**config.mk**
```make
export PLATFORM = sky130hd
export DESIGN_NAME = inst_prefetch_queue
export DESIGN_NICKNAME = d
export VERILOG_FILES = /design/src/rtl/inst_prefetch_queue.sv
export SDC_FILE = /design/constraint.sdc
export NUM_CORES = 1
export LEC_CHECK = 0
export CAP_MARGIN = 30
export CORE_AREA = 2 2 169 171
export DETAILED_ROUTE_END_ITERATION = 8
export DIE_AREA = 0 0 171 173
export PLACE_DENSITY = 0.89
export SLEW_MARGIN = 20
export SYNTH_ARGS = -nofsm -noshare
export SYNTH_HDL_FRONTEND = slang
export SYNTH_SLANG_ARGS = --single-unit
```
**constraint.sdc**
```tcl
create_clock -name clk_i -period 3.55 [get_ports clk_i]
set_input_delay 0.71 -clock clk_i [delete_from_list [all_inputs] [get_ports clk_i]]
set_output_delay 0.71 -clock clk_i [all_outputs]
set_load 0.005 [all_outputs]
```
**src/rtl/inst_prefetch_queue.sv**
```systemverilog
// rtl/inst_prefetch_queue.sv - instruction prefetch queue feeding IF/ID, one outstanding fetch.
// Optional same-cycle response bypass to the head outputs: define PFQ_BYPASS_EN.
module inst_prefetch_queue #(
  parameter int          DEPTH    = 4,
  parameter logic [31:0] RESET_PC = 32'h0000_0000
) (
  input  logic        clk_i,
  input  logic        rst_i,
  input  logic        start_i,
  input  logic        redirect_i,
  input  logic [31:0] redirect_pc_i,
  input  logic        pop_i,
  output logic        inst_valid_o,
  output logic [31:0] inst_o,
  output logic [31:0] inst_pc_o,
  output logic [31:0] pc_plus4_o,
  output logic        mem_req_o,
  output logic [31:0] mem_addr_o,
  input  logic        mem_gnt_i,
  input  logic        mem_rvalid_i,
  input  logic [31:0] mem_rdata_i
);

  localparam int AW = $clog2(DEPTH);
  localparam int CW = AW + 1;

  localparam logic [1:0] S_IDLE  = 2'd0;
  localparam logic [1:0] S_FETCH = 2'd1;
  localparam logic [1:0] S_WAIT  = 2'd2;
  localparam logic [1:0] S_DRAIN = 2'd3;

  logic [1:0]    state_q, state_d;
  logic [31:0]   fetch_pc_q, fetch_pc_d;
  logic [31:0]   req_pc_q, req_pc_d;
  logic [CW-1:0] count_q, count_d;
  logic [AW-1:0] rd_ptr_q, rd_ptr_d;
  logic [AW-1:0] wr_ptr_q, wr_ptr_d;
  logic [31:0]   pc_mem_q   [DEPTH];
  logic [31:0]   inst_mem_q [DEPTH];

  logic head_valid;
  logic grant;
  logic rsp;
  logic bypass;
  logic push;
  logic pop;

  assign head_valid = (count_q != '0);
  assign mem_req_o  = (state_q == S_FETCH) && start_i && (count_q < CW'(DEPTH));
  assign mem_addr_o = fetch_pc_q;
  assign grant      = mem_req_o && mem_gnt_i;
  assign rsp        = (state_q == S_WAIT) && mem_rvalid_i && !redirect_i;
`ifdef PFQ_BYPASS_EN
  assign bypass     = rsp && !head_valid;
`else
  assign bypass     = 1'b0;
`endif
  // A bypassed word that IF/ID takes the same cycle never enters storage.
  assign push       = rsp && !(bypass && pop_i);
  assign pop        = pop_i && head_valid && !redirect_i;

  always_comb begin
    state_d    = state_q;
    fetch_pc_d = fetch_pc_q;
    req_pc_d   = req_pc_q;
    case (state_q)
      S_IDLE:  if (start_i) state_d = S_FETCH;
      S_FETCH: begin
        if (grant) begin
          fetch_pc_d = fetch_pc_q + 32'd4;
          req_pc_d   = fetch_pc_q;
          state_d    = S_WAIT;
        end else if (!start_i) begin
          state_d = S_IDLE;
        end
      end
      S_WAIT:  if (mem_rvalid_i) state_d = start_i ? S_FETCH : S_IDLE;
      default: if (mem_rvalid_i) state_d = S_FETCH;
    endcase
    // A response landing in the redirect cycle retires the outstanding fetch, so no drain is needed.
    if (redirect_i) begin
      fetch_pc_d = {redirect_pc_i[31:2], 2'b00};
      if ((state_q == S_WAIT && !mem_rvalid_i) || grant) state_d = S_DRAIN;
    end
  end

  always_comb begin
    count_d  = count_q;
    rd_ptr_d = rd_ptr_q;
    wr_ptr_d = wr_ptr_q;
    if (redirect_i) begin
      count_d  = '0;
      rd_ptr_d = '0;
      wr_ptr_d = '0;
    end else begin
      if (push) wr_ptr_d = wr_ptr_q + 1'b1;
      if (pop)  rd_ptr_d = rd_ptr_q + 1'b1;
      count_d = count_q + CW'(push) - CW'(pop);
    end
  end

  always_ff @(posedge clk_i or negedge rst_i) begin
    if (!rst_i) begin
      state_q    <= S_IDLE;
      fetch_pc_q <= RESET_PC;
      req_pc_q   <= '0;
      count_q    <= '0;
      rd_ptr_q   <= '0;
      wr_ptr_q   <= '0;
      for (int i = 0; i < DEPTH; i++) begin
        pc_mem_q[i]   <= '0;
        inst_mem_q[i] <= '0;
      end
    end else begin
      state_q    <= state_d;
      fetch_pc_q <= fetch_pc_d;
      req_pc_q   <= req_pc_d;
      count_q    <= count_d;
      rd_ptr_q   <= rd_ptr_d;
      wr_ptr_q   <= wr_ptr_d;
      if (push && !redirect_i) begin
        pc_mem_q[wr_ptr_q]   <= req_pc_q;
        inst_mem_q[wr_ptr_q] <= mem_rdata_i;
      end
    end
  end

  always_comb begin
    inst_valid_o = head_valid;
    inst_o       = head_valid ? inst_mem_q[rd_ptr_q] : 32'h0;
    inst_pc_o    = head_valid ? pc_mem_q[rd_ptr_q] : 32'h0;
    pc_plus4_o   = head_valid ? pc_mem_q[rd_ptr_q] + 32'd4 : 32'h0;
    if (bypass) begin
      inst_valid_o = 1'b1;
      inst_o       = mem_rdata_i;
      inst_pc_o    = req_pc_q;
      pc_plus4_o   = req_pc_q + 32'd4;
    end
  end

endmodule

```
Yosys cells after proc, flatten, opt, wreduce, memory -nomap -nowiden
Cells that the tools add are included.

storage, ports and cells
  word-level logic and storage cells = 79
  flip-flop bits (word level) = 329
  input bits = 71

operators by class
  reductions and logical operators = 21
  equality and inequality tests = 2
  bitwise operators = 2
  magnitude comparators = 4
  add/subtract/negate cells = 6
  muxes and demuxes = 30

operators with widths
  operator               count
  $mux 32                11
  $bwmux 128             2
  $bmux 32 s2            2
  $add 32x3->32 const B  2
  $demux 32 s2           1
  $mux 2                 11
  $logic_and 1x1->1      10
  $reduce_bool 2->1      4
  $ge 3x3->1 const B     2
  $not 2->3              2
  $pmux 2 s3             1
  $add 2x1->2 const B    2
  $reduce_and 2->1       2
  $add 3x1->3            1
  $lt 3x1->1 const B     1
  $lt 3x3->1 const B     1
  $mux 3                 1
  $reduce_bool 3->1      1
  $sub 3x1->3            1
  $eq 2x1->1 const B     1
  $eq 2x2->1 const B     1
  $logic_not 1->1        2
  $logic_not 2->1        1
  $logic_or 1x1->1       1
  $mux 1                 1

Logic depth before layout (Yosys ltp)
  depth in word-level cells = 8
  gate-level depth with buffers = 12
  depth with buffers taken out = 11

Worst setup path before layout
OpenSTA, ideal clock, no wires.

  kind = flip-flop to output port
  from = register rd_ptr_q[0]
  to = output pc_plus4_o[30]
  path buffers = 3
  setup slack = 0.187 ns
  cell stages (with the launch flop) = 10
  arrival time = 2.653 ns
  path through = dfrtp_1 buf_6 buf_12 mux4_1 ha_1 nand2_1 or4_1 clkbuf_1 nor4_1 mux2_1

on the way
  cells in the longest elaborated chain, start to end = 6

ends and longest elaborated chain
  item                                         RTL line  RTL
  start, declared                              36        logic [AW-1:0] rd_ptr_q, rd_ptr_d;
  start signal, assigned                       119       rd_ptr_q <= rd_ptr_d;
  $not 2->3 (not written as such)              132       pc_plus4_o = head_valid ? pc_mem_q[rd_ptr_q] + 32'd4 : 32'h0;
  $bmux 32 s2                                  132
  $mux 32 (not written as such) (2 in series)  132
  $add 32x3->32                                132
  $mux 32                                      132
  end, declared                                16        output logic [31:0] pc_plus4_o,

No other way between the ends. The select of a mux whose other input is x is not followed.

Worst setup path after layout
  from = register rd_ptr_q[0]
  to = output pc_plus4_o[26]

The elaborated chain is that of the path after synthesis.

==> reports/metrics.yaml <==
cts.clk_slew.worst_paths_ns: 0.06
rsz0062_at_grt: "true"
cts_inserted_buffers: 31
grt_pass1_wl_um: 59900
violations: "setup timing"
arrival_ns: 3.50
fin_skew_ns: 0.0136
max_stage_delay_ns: 0.56
tightest_slew_ns: 0.798
dp_hpwl_um: 24600
cts_tree: "yes"
wl_per_cell_um: 21.8
final_util_pct: 70.7
cp.required_ns: 2.84
wl_um: 39200
h-tree-depth: 1
overflow: 0
drv_slew: 0
cpLargestDelayFamily: "simple AND/OR/NAND/NOR gates"
crit_fanout: 5
dp_slack_ns: -0.409
die-area_um2: 29600
yosysUniqueCellTypes: 50
die_y_um: 173
cts.path.max_buffers: 3
drive_gt1_share_pct: 38.8
drt-vias-per-instance: 5.95
timing.slew.headroom_pct: 46.8
final_nets: 1481
ant_nets: 0
clockRootBuffer: "clkbuf_16"
hold_path.class: "in -> async"
start_util_pct: 55.2
die_x_um: 171
hold_slack_ns: 0.196
p_per_area_nw_per_um2: 622
worst_setup_path_start_kind: "flip-flop"
grt_pass1_vias: 11060
final_cells: 1800
grt_max_degree: 103
drc: 0
synth_area_per_cell_um2: 13.4
crit_path_cell_trace: "buf_12 -> buf_12 -> mux4_2 -> nand4_1 -> buf_6 -> or4_4 -> buf_6 -> or3_1 -> a21oi_1 -> buf_4"
clk_latency_ns: 0.56
vdd.ir_drop.worst_mv: 0.443
synth_flop_cell: "dfrtp_1"
port_buffers: 192
slowest_stage: "or4_4"
gp_congestion: 0.906
netlist_area_um2: 15200
syn_inst: 1138
drv_cap: 0
status: "finished, violations left"
area_growth_pct: 28.2
finalHoldViolations: 0
vias: 10711
drt_iter0_drc: 827
io_pins: 201
async_flop_share_pct: 100
diodes: 0
nFillCells: 1755
critical_path_buf_inv_count: 5
ys_seq_elements: 317
min_period_ns: 4.21
setup_violations: 23
synth_edf_count: 0
critPathKind: "reg -> out"
power_leakage_nw: 9.10
seq_area_frac_synth_pct: 52.0
grt_usage_pct: 25.5
yosys_warnings: 0
clkSinkCount: 317
row_count: 61
finalSetupTns_ns: -10.41
critPathCaptureType: "output port"
core_area_um2: 27600
finalCritPeriodShare_pct: 119
post-place-cells: 1718
firstDrtPassIters: 5
clock.fmax_mhz: 238
antenna_found_initial: 1
finalWorstSetupSlack_ns: -0.658
-- sequential cells by signal, summed over array words and instances (netlist names) --
| signal | count |
|---|---|
| inst_mem_q | 128 |
| pc_mem_q | 120 |
| mem_addr_o | 30 |
| req_pc_q | 30 |
| count_q | 3 |
| rd_ptr_q | 2 |
| state_q | 2 |
| wr_ptr_q | 2 |
-- per-layer routing --
layer	share of wire [%]	vias up	track usage, %	wire (µm)
li1	-	4624	-	-
met1	41	5516	33.9	15900
met2	49	452	42.3	19200
met3	6.1	117	4.30	2390
met4	4.1	2	9.22	1610
met5	0.033	-	0	13
-- what timing repair did --
action | CTS | global route
setup endpoints to repair | 58 | 53
hold buffers | 0 | 0
setup buffers | 16 | 18
pin swaps | 28 | 24
cloned | 0 | 1
gates resized for setup | 135 | 42
-- through the flow --
step | total power [mW] | cell area, µm²
2_1_floorplan | 6.68 | 15300
3_5_place_dp | 8.57 | 18000
3_3_place_gp | 8.39 | 18000
6_report | 12.2 | 19500
5_1_grt | 12.7 | 19500
4_1_cts | 12.0 | 19300
-- power breakdown --
part	total, mW	leakage (nW)	switching [mW]	internal, mW
registers	4.84	4.23	0.615	4.23
logic	4.05	4.37	1.76	2.29
clock network	3.26	0.493	1.33	1.93
-- layout by cell type, fill, tap and decap left out, types with 5 or more instances in the layout --
| cell | n |
|---|---|
| a21oi_2 | 5 |
| buf_12 | 12 |
| buf_4 | 78 |
| or4_4 | 7 |
| o21ai_0 | 36 |
| dlymetal6s2s_1 | 6 |
| xor2_1 | 12 |
| nand3_1 | 20 |
| dfrtp_1 | 315 |
| conb_1 | 6 |
| xnor2_1 | 23 |
| nand2_1 | 59 |
| and3_1 | 12 |
| clkbuf_8 | 9 |
| clkbuf_1 | 8 |
| a21oi_1 | 6 |
| mux4_2 | 57 |
| buf_6 | 19 |
| buf_2 | 15 |
| clkdlybuf4s50_1 | 164 |
| mux4_1 | 5 |
| nand4_1 | 15 |
| inv_1 | 19 |
| nor3_1 | 7 |
| and2_1 | 62 |
| mux2_2 | 271 |
| ha_1 | 7 |
| or3_1 | 7 |
| nor2_1 | 50 |
| clkbuf_16 | 32 |
-- worst paths after layout --
kind / startpoint / to / slack [ns] / depth (start not counted)
worst max register to register: count_q[1] / count_q[2] / 0.56 / 12
max in group asynchronous: rst_i / inst_mem_q[34] / 2.47 / 2
min in group clk_i: redirect_i / count_q[2] / 0.48 / 2
worst min-delay path: rst_i / inst_mem_q[28] / 0.20 / 1
worst max-delay path: rd_ptr_q[0] / pc_plus4_o[26] / -0.66 / 10
worst min register to register: pc_mem_q[63] / pc_mem_q[63] / 0.50 / 1
-- Yosys cell counts, types with 2 or more instances --
cell | n | area share [%]
buf_6 | 4 | 0.30
buf_2 | 3 | 0.098
mux2i_1 | 2 | 0.13
mux4_2 | 46 | 6.8
mux4_1 | 16 | 2.8
o31ai_1 | 3 | 0.15
or3_1 | 10 | 0.41
nand3_1 | 22 | 0.72
o211ai_1 | 2 | 0.098
a21oi_1 | 12 | 0.39
nand4b_1 | 3 | 0.17
o21ai_0 | 36 | 1.2
ha_1 | 8 | 0.66
a31oi_1 | 3 | 0.12
and3_1 | 12 | 0.49
nor3_1 | 12 | 0.39
buf_1 | 2 | 0.049
xnor2_1 | 26 | 1.5
nor4_1 | 6 | 0.25
or4_1 | 9 | 0.44
and2_1 | 62 | 2.5
dfrtp_1 | 317 | 52
clkbuf_1 | 54 | 1.3
and4_1 | 2 | 0.11
a311o_1 | 2 | 0.13
nand2_1 | 64 | 1.6
mux2_2 | 274 | 20
inv_1 | 20 | 0.49
a221o_1 | 2 | 0.13
xor2_1 | 13 | 0.75
buf_4 | 6 | 0.30
buf_12 | 3 | 0.39
nor2_1 | 51 | 1.3
nand4_1 | 15 | 0.62
-- layout make-up --
class                      count  area [µm²]  share of cell area (%)
inverter                      21        78.8                   0.403
sequential                   317        7940                    40.6
timing repair buffer         298        2910                    14.9
clock buffer                  48         930                    4.76
multi-input combinational    732        7130                    36.5
tap                          378         473                    2.42
clock inverter                 6        88.8                   0.454
-- worst reg2reg max path, stage by stage, from the launching register on --
cell and delay [ns]:
dfrtp_1 0.43, nor3_2 0.30, clkinv_1 0.46, buf_12 0.35, nand2_1 0.13, nor2_1 0.07, ha_1 0.30, inv_1 0.06
ha_1 0.13, inv_1 0.05, fa_1 0.38, xnor2_1 0.17, nor2_1 0.05
-- logic make-up (layout without fill, tap and decap cells) --
logic type / count (synthesis) / count (layout) / share of synthesized area [%]
XOR/XNOR: 39 / 39 / 2.24
AO/OA/AOI/OAI: 62 / 62 / 2.32
other: 1 / 6 / 0.0246
AND/OR/NAND/NOR: 277 / 277 / 9.58
buffers and inverters: 94 / 373 / 3.04
flip-flops: 317 / 317 / 52.0
multiplexers: 339 / 339 / 30.0
adder cells (fa/ha/maj): 9 / 9 / 0.788
No activity file was read; power rests on OpenSTA's default activity.
==> patch: new RTL, config.mk and constraints unchanged <==
Set the parameter `DEPTH` to 2 (it was 4).
--- a/src/rtl/inst_prefetch_queue.sv
+++ b/src/rtl/inst_prefetch_queue.sv
@@ -3,3 +3,3 @@
 module inst_prefetch_queue #(
-  parameter int          DEPTH    = 4,
+  parameter int          DEPTH    = 2,
   parameter logic [31:0] RESET_PC = 32'h0000_0000
Check against the original RTL: not equivalent (Yosys sat finds a counterexample within 10 cycles, from zero or initial values and one cycle with rst_i low).
==> patch against the unedited design <==
Die area stayed put; power decreased by 46%; sequential share of layout area fell by 3.3 points; sequential power shrank 36%; the run still ends with negative setup slack left; core utilization fell by 25 points; critical path type unchanged; largest power group unchanged; wire length is 38% lower; worst setup slack improved by 0.66 ns; critical path depth decreased by 2; sequential cell count is 127 lower; area after synthesis is 38% lower; first-iteration DRC count decreased by 58%; cell area shrank 35%; count of clock-buffer cells in the layout fell by 28.
==> patch: results (changes against the unedited design) <==
Fin Clk Skew=0.0113 ns (was 0.0136 ns); H-tree levels=4 (was 1); FF/Latch Area=4760 um2 (was 7940 um2); met3 wire len=1410 um (was 2390 um); Non-clock buffer share=18.6% (was 14.9%); clk buf depth=2 (was 3); setup violators final=1 (was 23); Reg2Reg Capture Point=mem_addr_o[31] (was count_q[2]); M1 WL=11,300 um (was 15,900 um); grt met1 use=21.8% (was 33.9%); layout cells sized above 1=23.4% (was 38.8%); vias in the first global route=7,096 (was 11,100); registers with the most flip-flops=inst_mem_q (64), pc_mem_q (60) (was inst_mem_q (128), pc_mem_q (120)); post-synthesis mux area share=25.0% (was 30.0%); DR WL/cell=17.0 um (was 21.8 um); #FFs+latches synth=190 (was 317); Combinational Power=1.43 mW (was 4.05 mW); post-synthesis xor/xnor area fraction=4.19% (was 2.24%); Max rail drop VDD=298 uV (was 443 uV); Clk Latency, worst-skew pair=0.42 ns (was 0.56 ns); nonclk buf count=235 (was 298); Layout Cell Area excl Fill=12,700 um2 (was 19,500 um2); worst reg2reg setup slack=1.15 ns (was 0.56 ns); FF-to-FF path depth=5 (was 12); DP Area=11,800 um2 (was 18,000 um2); GR Util All Layers=16.2% (was 25.5%); compound-gate portion of the synthesized area=4.14% (was 2.32%); setup TNS=-0.00238 ns (was -10.41 ns); Worst Tran Pin Value=0.724 ns (was 0.798 ns); status=finished with violations (unchanged); multi-input combinational area share=35.1% (was 36.5%); failing checks=negative setup slack (unchanged); hold_ws=0.342 ns (was 0.196 ns); CP Max Fanout=14 (was 5); Switching Power=1.90 mW (was 3.71 mW); Int Pwr=4.68 mW (was 8.45 mW); Seq/Total Area, Yosys=50.6% (was 52.0%); initial drt markers=347 (was 827); RD Place Congestion=0.813 (was 0.906); Slowest cell on crit path=dfrtp_4 (was or4_4); post-route setup slack=-0.00238 ns (was -0.658 ns); Clk pwr share=31.1% (was 26.8%); Detail Route met2 WL=11,300 um (was 19,200 um); leakage power=5.49 nW (was 9.10 nW); Reg clk slew, reported paths=0.08 ns (was 0.06 ns); Worst R2R Start=mem_addr_o[7] (was count_q[1])
-- patch: cell count changes after synthesis, sizes merged, moves of 22 or more --
cell	delta
dfrtp	-127
clkbuf	-22
mux2	-120
mux4	-62
and2	-55
mux2i	+59
nor2	+37
-- patch: worst max path at each step --
| stage | endpoint | startpoint | slack [ns] | cells past startpoint |
|---|---|---|---|---|
| 6_report | pc_plus4_o[26] | rd_ptr_q | -0.002 | 8 |
| 5_1_grt | pc_plus4_o[28] | rd_ptr_q | -0.10 | 9 |
| 2_1_floorplan | pc_plus4_o[28] | rd_ptr_q | 0.30 | 10 |
| 4_1_cts | pc_plus4_o[28] | rd_ptr_q | -0.03 | 9 |
| 3_3_place_gp | pc_plus4_o[31] | rd_ptr_q | 0.05 | 6 |
| 3_5_place_dp | pc_plus4_o[28] | rd_ptr_q | 0.04 | 7 |
-- patch: repair_timing --
action,CTS,global route
resized for setup,30,19
endpoints found under the setup margin,19,17
pin swaps,9,2
setup buffers,12,8
gates cloned,0,1
